File: src/rtl/step_lane_sequencer.sv
// step_lane_sequencer: LANES x DEPTH scrolling arrow field with beat-driven
// shifting, button judgement on the bottom row, combo/score tracking and a
// column-multiplexed LED matrix scan.

// One arrow lane: button synchroniser and edge detect, the lane's row shift
// register, and this lane's hit/miss decision for the current cycle.
module step_lane #(
    parameter int DEPTH          = 8,
    parameter int PENALIZE_EMPTY = 1
) (
    input  logic             clk,
    input  logic             reset,
    input  logic             button,
    input  logic             step_en,
    input  logic             step_bit,
    output logic [DEPTH-1:0] rows,
    output logic             hit,
    output logic             miss
);
    logic [2:0] btn_sync;
    logic       press;

    // Two flops against metastability, a third remembers the previous level;
    // the edge is registered so a press lands in the same cycle as step_en.
    always_ff @(posedge clk or posedge reset) begin
        if (reset) begin
            btn_sync <= '0;
            press    <= 1'b0;
        end else begin
            btn_sync <= {btn_sync[1:0], button};
            press    <= btn_sync[1] & ~btn_sync[2];
        end
    end

    // A press on a lit judgement row always wins over the arrow scrolling off.
    assign hit  = press & rows[DEPTH-1];
    assign miss = (step_en & rows[DEPTH-1] & ~press) |
                  (press & ~rows[DEPTH-1] & (PENALIZE_EMPTY != 0));

    // Shift on the beat; otherwise a hit consumes the judgement-row arrow.
    always_ff @(posedge clk or posedge reset) begin
        if (reset)
            rows <= '0;
        else if (step_en)
            rows <= {rows[DEPTH-2:0], step_bit};
        else if (hit)
            rows[DEPTH-1] <= 1'b0;
    end
endmodule

module step_lane_sequencer #(
    parameter int LANES          = 4,
    parameter int DEPTH          = 8,
    parameter int SCAN_BITS      = 16,
    parameter int SCORE_W        = 9,
    parameter int COMBO_BONUS    = 8,
    parameter int PENALIZE_EMPTY = 1
) (
    input  logic               clk,
    input  logic               reset,
    input  logic               beat,
    input  logic [LANES-1:0]   step_in,
    input  logic [LANES-1:0]   button,
    output logic [LANES-1:0]   col_en_n,
    output logic [DEPTH-1:0]   col,
    output logic               hit_pulse,
    output logic               miss_pulse,
    output logic               green_led,
    output logic               red_led,
    output logic [7:0]         combo,
    output logic [SCORE_W-1:0] score
);
    localparam int HW = $clog2(LANES + 1);
    localparam int IW = $clog2(LANES);
    localparam int SW = SCORE_W + $clog2(LANES) + 3;
    localparam int CW = (HW > 8) ? HW + 1 : 9;
    localparam logic signed [SW-1:0] SMAX = {{(SW-SCORE_W){1'b0}}, {SCORE_W{1'b1}}};

    logic [2:0]                       beat_sync;
    logic                             step_en;
    logic [LANES-1:0][DEPTH-1:0]      rows;
    logic [LANES-1:0]                 lane_hit, lane_miss;
    logic [HW-1:0]                    h_cnt, m_cnt;
    logic                             bonus;
    logic [SW-1:0]                    pts;
    logic signed [SW-1:0]             acc;
    logic [SCORE_W-1:0]               score_nx;
    logic [CW-1:0]                    csum;
    logic [7:0]                       combo_nx;
    logic [SCAN_BITS-1:0]             scan_cnt;
    logic [IW-1:0]                    lane_idx;

    // Beat synchroniser with registered rising-edge pulse.
    always_ff @(posedge clk or posedge reset) begin
        if (reset) begin
            beat_sync <= '0;
            step_en   <= 1'b0;
        end else begin
            beat_sync <= {beat_sync[1:0], beat};
            step_en   <= beat_sync[1] & ~beat_sync[2];
        end
    end

    for (genvar l = 0; l < LANES; l++) begin : g_lane
        step_lane #(.DEPTH(DEPTH), .PENALIZE_EMPTY(PENALIZE_EMPTY)) u_lane (
            .clk      (clk),
            .reset    (reset),
            .button   (button[l]),
            .step_en  (step_en),
            .step_bit (step_in[l]),
            .rows     (rows[l]),
            .hit      (lane_hit[l]),
            .miss     (lane_miss[l])
        );
    end

    // Count hit and miss lanes for this cycle.
    always_comb begin
        h_cnt = '0;
        m_cnt = '0;
        for (int l = 0; l < LANES; l++) begin
            h_cnt = h_cnt + HW'(lane_hit[l]);
            m_cnt = m_cnt + HW'(lane_miss[l]);
        end
    end

    // Next score and combo; score math is signed so misses can clamp at zero.
    always_comb begin
        bonus = {24'd0, combo} >= 32'(COMBO_BONUS);
        pts   = bonus ? (SW'(h_cnt) << 1) : SW'(h_cnt);
        acc   = $signed(SW'(score)) + $signed(pts) - $signed(SW'(m_cnt));
        if (acc < 0)
            score_nx = '0;
        else if (acc > SMAX)
            score_nx = '1;
        else
            score_nx = acc[SCORE_W-1:0];

        csum = CW'(combo) + CW'(h_cnt);
        if (m_cnt != '0)
            combo_nx = (CW'(h_cnt) > CW'(255)) ? 8'hff : 8'(h_cnt);
        else
            combo_nx = (csum > CW'(255)) ? 8'hff : 8'(csum);
    end

    // Register judgement results; a miss takes the LEDs over any hit.
    always_ff @(posedge clk or posedge reset) begin
        if (reset) begin
            hit_pulse  <= 1'b0;
            miss_pulse <= 1'b0;
            green_led  <= 1'b0;
            red_led    <= 1'b0;
            combo      <= '0;
            score      <= '0;
        end else begin
            hit_pulse  <= (h_cnt != '0);
            miss_pulse <= (m_cnt != '0);
            combo      <= combo_nx;
            score      <= score_nx;
            if (m_cnt != '0) begin
                red_led   <= 1'b1;
                green_led <= 1'b0;
            end else if (h_cnt != '0) begin
                green_led <= 1'b1;
                red_led   <= 1'b0;
            end
        end
    end

    // Free-running scan; the lane index steps once per counter wrap.
    always_ff @(posedge clk or posedge reset) begin
        if (reset) begin
            scan_cnt <= '0;
            lane_idx <= '0;
        end else begin
            scan_cnt <= scan_cnt + SCAN_BITS'(1);
            if (&scan_cnt)
                lane_idx <= (lane_idx == IW'(LANES - 1)) ? '0 : lane_idx + IW'(1);
        end
    end

    // Matrix drive registered from the index and the live field.
    always_ff @(posedge clk or posedge reset) begin
        if (reset) begin
            col_en_n <= ~LANES'(1);
            col      <= '0;
        end else begin
            col_en_n <= ~(LANES'(1) << lane_idx);
            col      <= rows[lane_idx];
        end
    end
endmodule

File: config.mk
export PLATFORM = sky130hd
export DESIGN_NAME = step_lane_sequencer
export DESIGN_NICKNAME = d
export VERILOG_FILES = /design/src/rtl/step_lane_sequencer.sv
export SDC_FILE = /design/constraint.sdc
export NUM_CORES = 1
export LEC_CHECK = 0
export CAP_MARGIN = 15
export CORE_ASPECT_RATIO = 0.75
export CORE_MARGIN = 8
export CORE_UTILIZATION = 57
export CTS_BUF_LIST = sky130_fd_sc_hd__clkbuf_16
export DETAILED_ROUTE_END_ITERATION = 10
export GPL_TIMING_DRIVEN = 1
export PLACE_DENSITY_LB_ADDON = 0.08
export SLEW_MARGIN = 25
export SYNTH_ARGS = -nofsm -noshare
export SYNTH_HDL_FRONTEND = slang
export SYNTH_SLANG_ARGS = --single-unit
File: constraint.sdc
create_clock -name clk -period 5.4 [get_ports clk]
set_input_delay 1.08 -clock clk [delete_from_list [all_inputs] [get_ports clk]]
set_output_delay 1.08 -clock clk [all_outputs]
set_load 0.1 [all_outputs]
# Yosys cells after proc, flatten, opt, wreduce, memory -nomap -nowiden
# Cells that the tools add are included.
op_classes:
  shift: 1
  n_eq_ne: 1
  mux: 20
  n_lt_le_gt_ge: 5
  n_reduce_logical: 8
  n_addsub: 11
  bitwise: 39
ops:
  columns: ["cell", "count"]
  rows:
  - ["$mux W8", 3]
  - ["$and A1 B1 Y1", 21]
  - ["$mux W9", 2]
  - ["$add A16 B1 Y16 const B", 1]
  - ["$bmux W8 S2", 1]
  - ["$reduce_and A16 Y1", 1]
  - ["$not A1 Y1", 13]
  - ["$mux W1", 12]
  - ["$gt A11 B10 Y1 const B", 1]
  - ["$lt A11 B1 Y1 const B", 1]
  - ["$sub A10 B3 Y11", 1]
  - ["$add A9 B4 Y10", 1]
  - ["$reduce_bool A2 Y1", 5]
  - ["$add A8 B3 Y9", 1]
  - ["$gt A9 B8 Y1 const B", 1]
  - ["$ge A8 B4 Y1 const B", 1]
  - ["$add A2 B1 Y3", 2]
  - ["$add A3 B1 Y3", 2]
  - ["$reduce_bool A3 Y1", 2]
  - ["$add A1 B1 Y2", 2]
  - ["$mux W4", 1]
  - ["$not A4 Y4", 1]
  - ["$or A1 B1 Y1", 4]
  - ["$shl A1 B2 Y4 const A", 1]
  - ["4 further kinds", 4]
totals:
  output_inout_bits: 33
  regBits: 103

# Logic depth before layout (Yosys ltp)
depth:
  depth_word: 10
  ltp_mapped: 17
  mapped_depth_nobuf: 15

# Hierarchy
# From an unflattened synthesis, not the netlist that was laid out.
unflattened:
  cells_unflattened: 379
  hier_area_um2: 4879.7
by_module_without_submodules:
  columns: ["module", "area_each_um2", "seq_area_each_um2", "instances", "cells_per_inst"]
  rows:
  - ["step_lane_sequencer", 3027.9, 1380.1, 1, 263]
  - ["step_lane", 462.9, 300.3, 4, 29]

# Least setup slack after synthesis
# Ideal clock, no wire load.
synth_path:
  path_type: "register -> register"
  start: "register step_en"
  end: "register score[8]"
  required_ns: 5.299
  t_arrival_ns: 4.142
  setup_slack_ns: 1.157
  path_stages_with_launch: 18
  period_less_slack_ns: 4.243
  cell_sequence: "dfrtp_1 > clkbuf_1 > clkbuf_1 > inv_2 > o21ai_1 > fa_1 > ha_1 > ha_1 > inv_1 > fa_1 > inv_1 > fa_1 > nor2b_1 > o31a_1 > o21bai_2 > and3_1 > buf_2 > nor4_1"
synth_via:
  elab_chain_cells: 10
  word_cells_on_any_way: 20
synth_lines:
  columns: ["element", "line", "source"]
  rows:
  - ["start: declaration", "80", "logic step_en;"]
  - ["start signal: assignment", "100", "step_en <= beat_sync[1] & ~beat_sync[2];"]
  - ["$and A1 B1 Y1 (2 in series)", "37", "assign miss = (step_en & rows[DEPTH-1] & ~press) |"]
  - ["$or A1 B1 Y1", "37", null]
  - ["$add A1 B1 Y2", "123", "m_cnt = m_cnt + HW'(lane_miss[l]);"]
  - ["$add A2 B1 Y3", "123", null]
  - ["$add A3 B1 Y3 (*)", "123", null]
  - ["$sub A10 B3 Y11 (*)", "131", "acc = $signed(SW'(score)) + $signed(pts) - $signed(SW'(m_cnt));"]
  - ["$gt A11 B10 Y1", "134", "else if (acc > SMAX)"]
  - ["$mux W9", "134", null]
  - ["$mux W9 (*)", "132", "if (acc < 0)"]
  - ["via score_nx[8]", "87", "logic [SCORE_W-1:0] score_nx;"]
  - ["end signal: assignment", "159", "score <= score_nx;"]
  - ["end: declaration", "71", "output logic [SCORE_W-1:0] score"]
# The timed path passes the listed nets; every way through them passes the cells marked *.
# A chain may end at the register's enable or synchronous reset.

# Worst setup path after layout
layout_path:
  start: "register g_lane[0].u_lane.press"
  end: "register score[8]"
layout_via:
  elab_chain_cells: 10
  word_cells_on_any_way: 18
layout_lines:
  columns: ["element", "line", "source"]
  rows:
  - ["start: declaration", "21", "logic press;"]
  - ["start signal: assignment", "31", "press <= btn_sync[1] & ~btn_sync[2];"]
  - ["$and A1 B1 Y1 / $not A1 Y1 (equally long branches)", "36, 37", null]
  - ["$add A1 B1 Y2 / $and A1 B1 Y1 (equally long branches)", "122, 37", null]
  - ["$add A2 B1 Y3 / $or A1 B1 Y1 (equally long branches)", "122, 37", null]
  - ["$add A3 B1 Y3 / $add A1 B1 Y2 (equally long branches)", "122, 123", null]
  - ["$mux W4 / $add A2 B1 Y3 (equally long branches)", "130, 123", null]
  - ["$add A9 B4 Y10 / $add A3 B1 Y3 (equally long branches)", "131, 123", null]
  - ["$sub A10 B3 Y11 (*)", "131", null]
  - ["$gt A11 B10 Y1", "134", null]
  - ["$mux W9", "134", null]
  - ["$mux W9 (*)", "132", null]
  - ["via score_nx[8]", "87", null]
# Marked as above.

==> results.txt <==
Status = finished, final reports clean
Synth top area share = 53.8%
Power share of the combinational group = 48.4%
Crit path launch type = register
Core box area = 0.00792 mm²
Share of cells above drive strength 1 = 12.4%
Net Count, Synth = 408
Rel. slew slack = 34.5%
Biggest area consumer among synthesized cells = dfrtp_1
CP max-delay cell = fa_1
Max Slew Vio Count = 0
Die X = 120 µm
Final min period = 4.13 ns
IO Count = 44
Synth cell types = 46
Fraction of registers with async set/reset = 100%
Place WS = 1.30 ns
Mapped Cells = 367
Final instance area = 0.00551 mm²
Worst Path Max Fanout = 9
Tightest Pin Transition = 0.980 ns
FILL cells = 596
Util after Layout = 69.6%
Synth Area per Inst = 12.7 µm²
Layout Nets = 457
Largest delay share family, worst path = adder cells
Largest net degree at the start of global routing = 69
DRT iter0 DRCs = 226
Layout area overhead = 18.5%
DRC = 0
LEAKAGE = 2.53 nW
Cell-internal power = 1.91 mW
Clock Path Buffers = 2
Clk root buf = clkbuf_16
Top cells by area, synth = dfrtp_1 (54%), ha_1 (6.5%), mux4_2 (3.9%)
Share of power burned in registers = 31.7%
DRT Pass-1 Iters = 4
Final worst slack = 1.27 ns
CTS Sinks = 103
Congestion Overflow GR = 0
Most used cell, CP = fa_1
Placer Congestion = 0.792
Slack of the worst reg-to-reg path = 1.27 ns
Port-buffer cells = 43
Sw Share = 43.5%
Syn Std Cell Area = 0.00465 mm²
VDD IR max = 0.449 mV
Final Setup Violations = 0
Clock power frac = 19.9%
Worst-path clk slew = 0.06 ns
Initial antenna violation count = 0
Fin. Hold Viols = 0
Initial Util = 58.8%
Worst skew pair latency = 0.34 ns
First-pass GRT wire length = 13.3 mm
CP Class = reg -> reg
CP peak stage delay = 0.52 ns
Max cap viols = 0
Worst Path Buf+Inv = 1
Setup TNS = 0 ns
Vias in the first global route = 2737
Total power = 3.38 mW
Routed len/inst = 14.6 µm
Vias = 2722
Via density = 5.17
Row count = 28
Synth warn = 0
Max frequency = 242 MHz
Worst setup EP type = register
#FFs+latches synth = 103
Cells along the critical path = and2_1, fa_1, ha_1, ha_1, mux2_1, fa_1, inv_1, fa_1, nor2b_1, o31a_1, o21bai_2, and3_1, nor4_1
Post-synth EDFFs = 0
Antenna-violating nets left = 0
# hold bufs at CTS = 0
Clock Skew = 0.00589 ns
Post-detail-place hpwl = 5.34 mm
Resized cells post-CTS = 0
Total track usage = 14.8%
Antenna diodes = 0
CTS H-tree lvls = 3
Placed inst area = 0.00520 mm²
Overall routed net length = 7.69 mm
Die Y = 94.2 µm
Pwr dens = 613 mW/mm²
Crit path required time = 5.65 ns
HP Class = reg -> reg
Post-CTS setup buffer count = 0
Unrepaired setup endpoints after global routing = no
Sequential area share after synthesis = 55.5%
Worst EP arrival = 4.38 ns
Switching power = 1.47 mW
Synth Flop Type = dfrtp_1
Total CTS buffers = 9
Period utilization = 76.5%
Die area = 0.0113 mm²
TritonCTS clock tree = built
[final timing paths]
kind,startpoint,endpoint,cells past startpoint
max,g_lane[0].u_lane.press,score[8],13
min,g_lane[2].u_lane.btn_sync[0],g_lane[2].u_lane.btn_sync[1],0
min in group asynchronous,reset,g_lane[3].u_lane.btn_sync[1],2
min reg2reg,g_lane[2].u_lane.btn_sync[0],g_lane[2].u_lane.btn_sync[1],0
max in group asynchronous,reset,hit_pulse,3
max reg2reg,g_lane[0].u_lane.press,score[8],13
[registers in the layout, indices dropped and copies added (netlist names), 4 cells and up]
register,count
col_en_n,4
col,8
g_lane.u_lane.press,4
g_lane.u_lane.rows,32
combo,8
scan_cnt,16
score,9
g_lane.u_lane.btn_sync,12
[per-stage QoR]
stage	instances	hold WS (ns)
3_3_place_gp	510	0.333
3_5_place_dp	510	0.335
6_report	526	0.348
4_1_cts	526	0.349
5_1_grt	526	0.359
2_1_floorplan	367	0.331
[routing by layer]
| layer | track usage, % | routed length, µm | share of wire (%) | vias to the layer above |
|---|---|---|---|---|
| met5 | 0 | 0 | 0 | - |
| met4 | 4.66 | 64 | 0.83 | 0 |
| met3 | 5.71 | 483 | 6.3 | 5 |
| met2 | 20.6 | 3310 | 43 | 52 |
| met1 | 20.8 | 3830 | 50 | 1308 |
| li1 | - | - | - | 1357 |
[synthesized netlist by cell type (2+ instances only)]
library cell,count
nand2_1,13
nor4_1,2
o21ai_0,2
o21a_1,2
dfrtp_1,100
ha_1,24
xor2_1,8
a21oi_1,18
nand3_1,14
nor3b_1,2
buf_2,4
nor2_1,14
dfstp_2,3
nand2b_1,9
a31oi_1,3
xnor2_1,15
inv_2,2
mux2_2,15
inv_1,31
and3_1,7
and2_1,5
fa_1,6
clkbuf_1,3
mux2_1,14
o21ai_1,13
nor2b_1,7
a21o_1,4
mux4_2,8
nand4_1,2
[power by group through the flow]
stage / registers [mW] / clock network [mW] / logic, mW
6_report: 1.07 / 0.673 / 1.64
5_1_grt: 1.10 / 0.721 / 1.78
3_3_place_gp: 1.08 / 0 / 1.61
2_1_floorplan: 1.60 / 0 / 0.767
3_5_place_dp: 1.09 / 0 / 1.64
4_1_cts: 1.07 / 0.689 / 1.65
[cells by family after synthesis]
group                    count (synthesis)  share of synthesized area (%)
adder cells (fa/ha/maj)                 30                           9.04
AND/OR/NAND/NOR                         83                           9.60
flip-flops                             103                           55.5
XOR/XNOR                                24                           4.68
buffers and inverters                   40                           3.34
AO/OA/AOI/OAI                           49                           6.75
multiplexers                            38                           11.1
[area by class of cell]
type,instances,area (µm²),area share (%)
clock buffer,9,225,4.08
clock inverter,7,88.8,1.61
inverter,33,126,2.29
multi-input combinational,224,1920,34.7
sequential,103,2580,46.8
tap,105,131,2.38
timing repair buffer,45,445,8.08
[worst register-to-register path: stages (launching register included)]
cell and delay [ns]:
dfrtp_1 0.40, and2_1 0.18, fa_1 0.47, ha_1 0.21, ha_1 0.34, mux2_1 0.33, fa_1 0.52, inv_1 0.07
fa_1 0.45, nor2b_1 0.16, o31a_1 0.19, o21bai_2 0.11, and3_1 0.30, nor4_1 0.30
[cells in the final DEF (no fill, tap or decap), types with 7 or more instances in the layout]
| master | synthesis | layout |
|---|---|---|
| dfrtp_1 | 100 | 100 |
| clkdlybuf4s50_1 | 0 | 43 |
| inv_1 | 31 | 31 |
| ha_1 | 24 | 24 |
| a21oi_1 | 18 | 18 |
| mux2_2 | 15 | 15 |
| xnor2_1 | 15 | 15 |
| mux2_1 | 14 | 14 |
| nand3_1 | 14 | 14 |
| nor2_1 | 14 | 14 |
| nand2_1 | 13 | 13 |
| o21ai_1 | 13 | 13 |
| nand2b_1 | 9 | 9 |
| clkbuf_16 | 0 | 9 |
| xor2_1 | 8 | 8 |
| mux4_2 | 8 | 8 |
| and3_1 | 7 | 7 |
| nor2b_1 | 7 | 7 |
(Power assumes the default switching activity.)
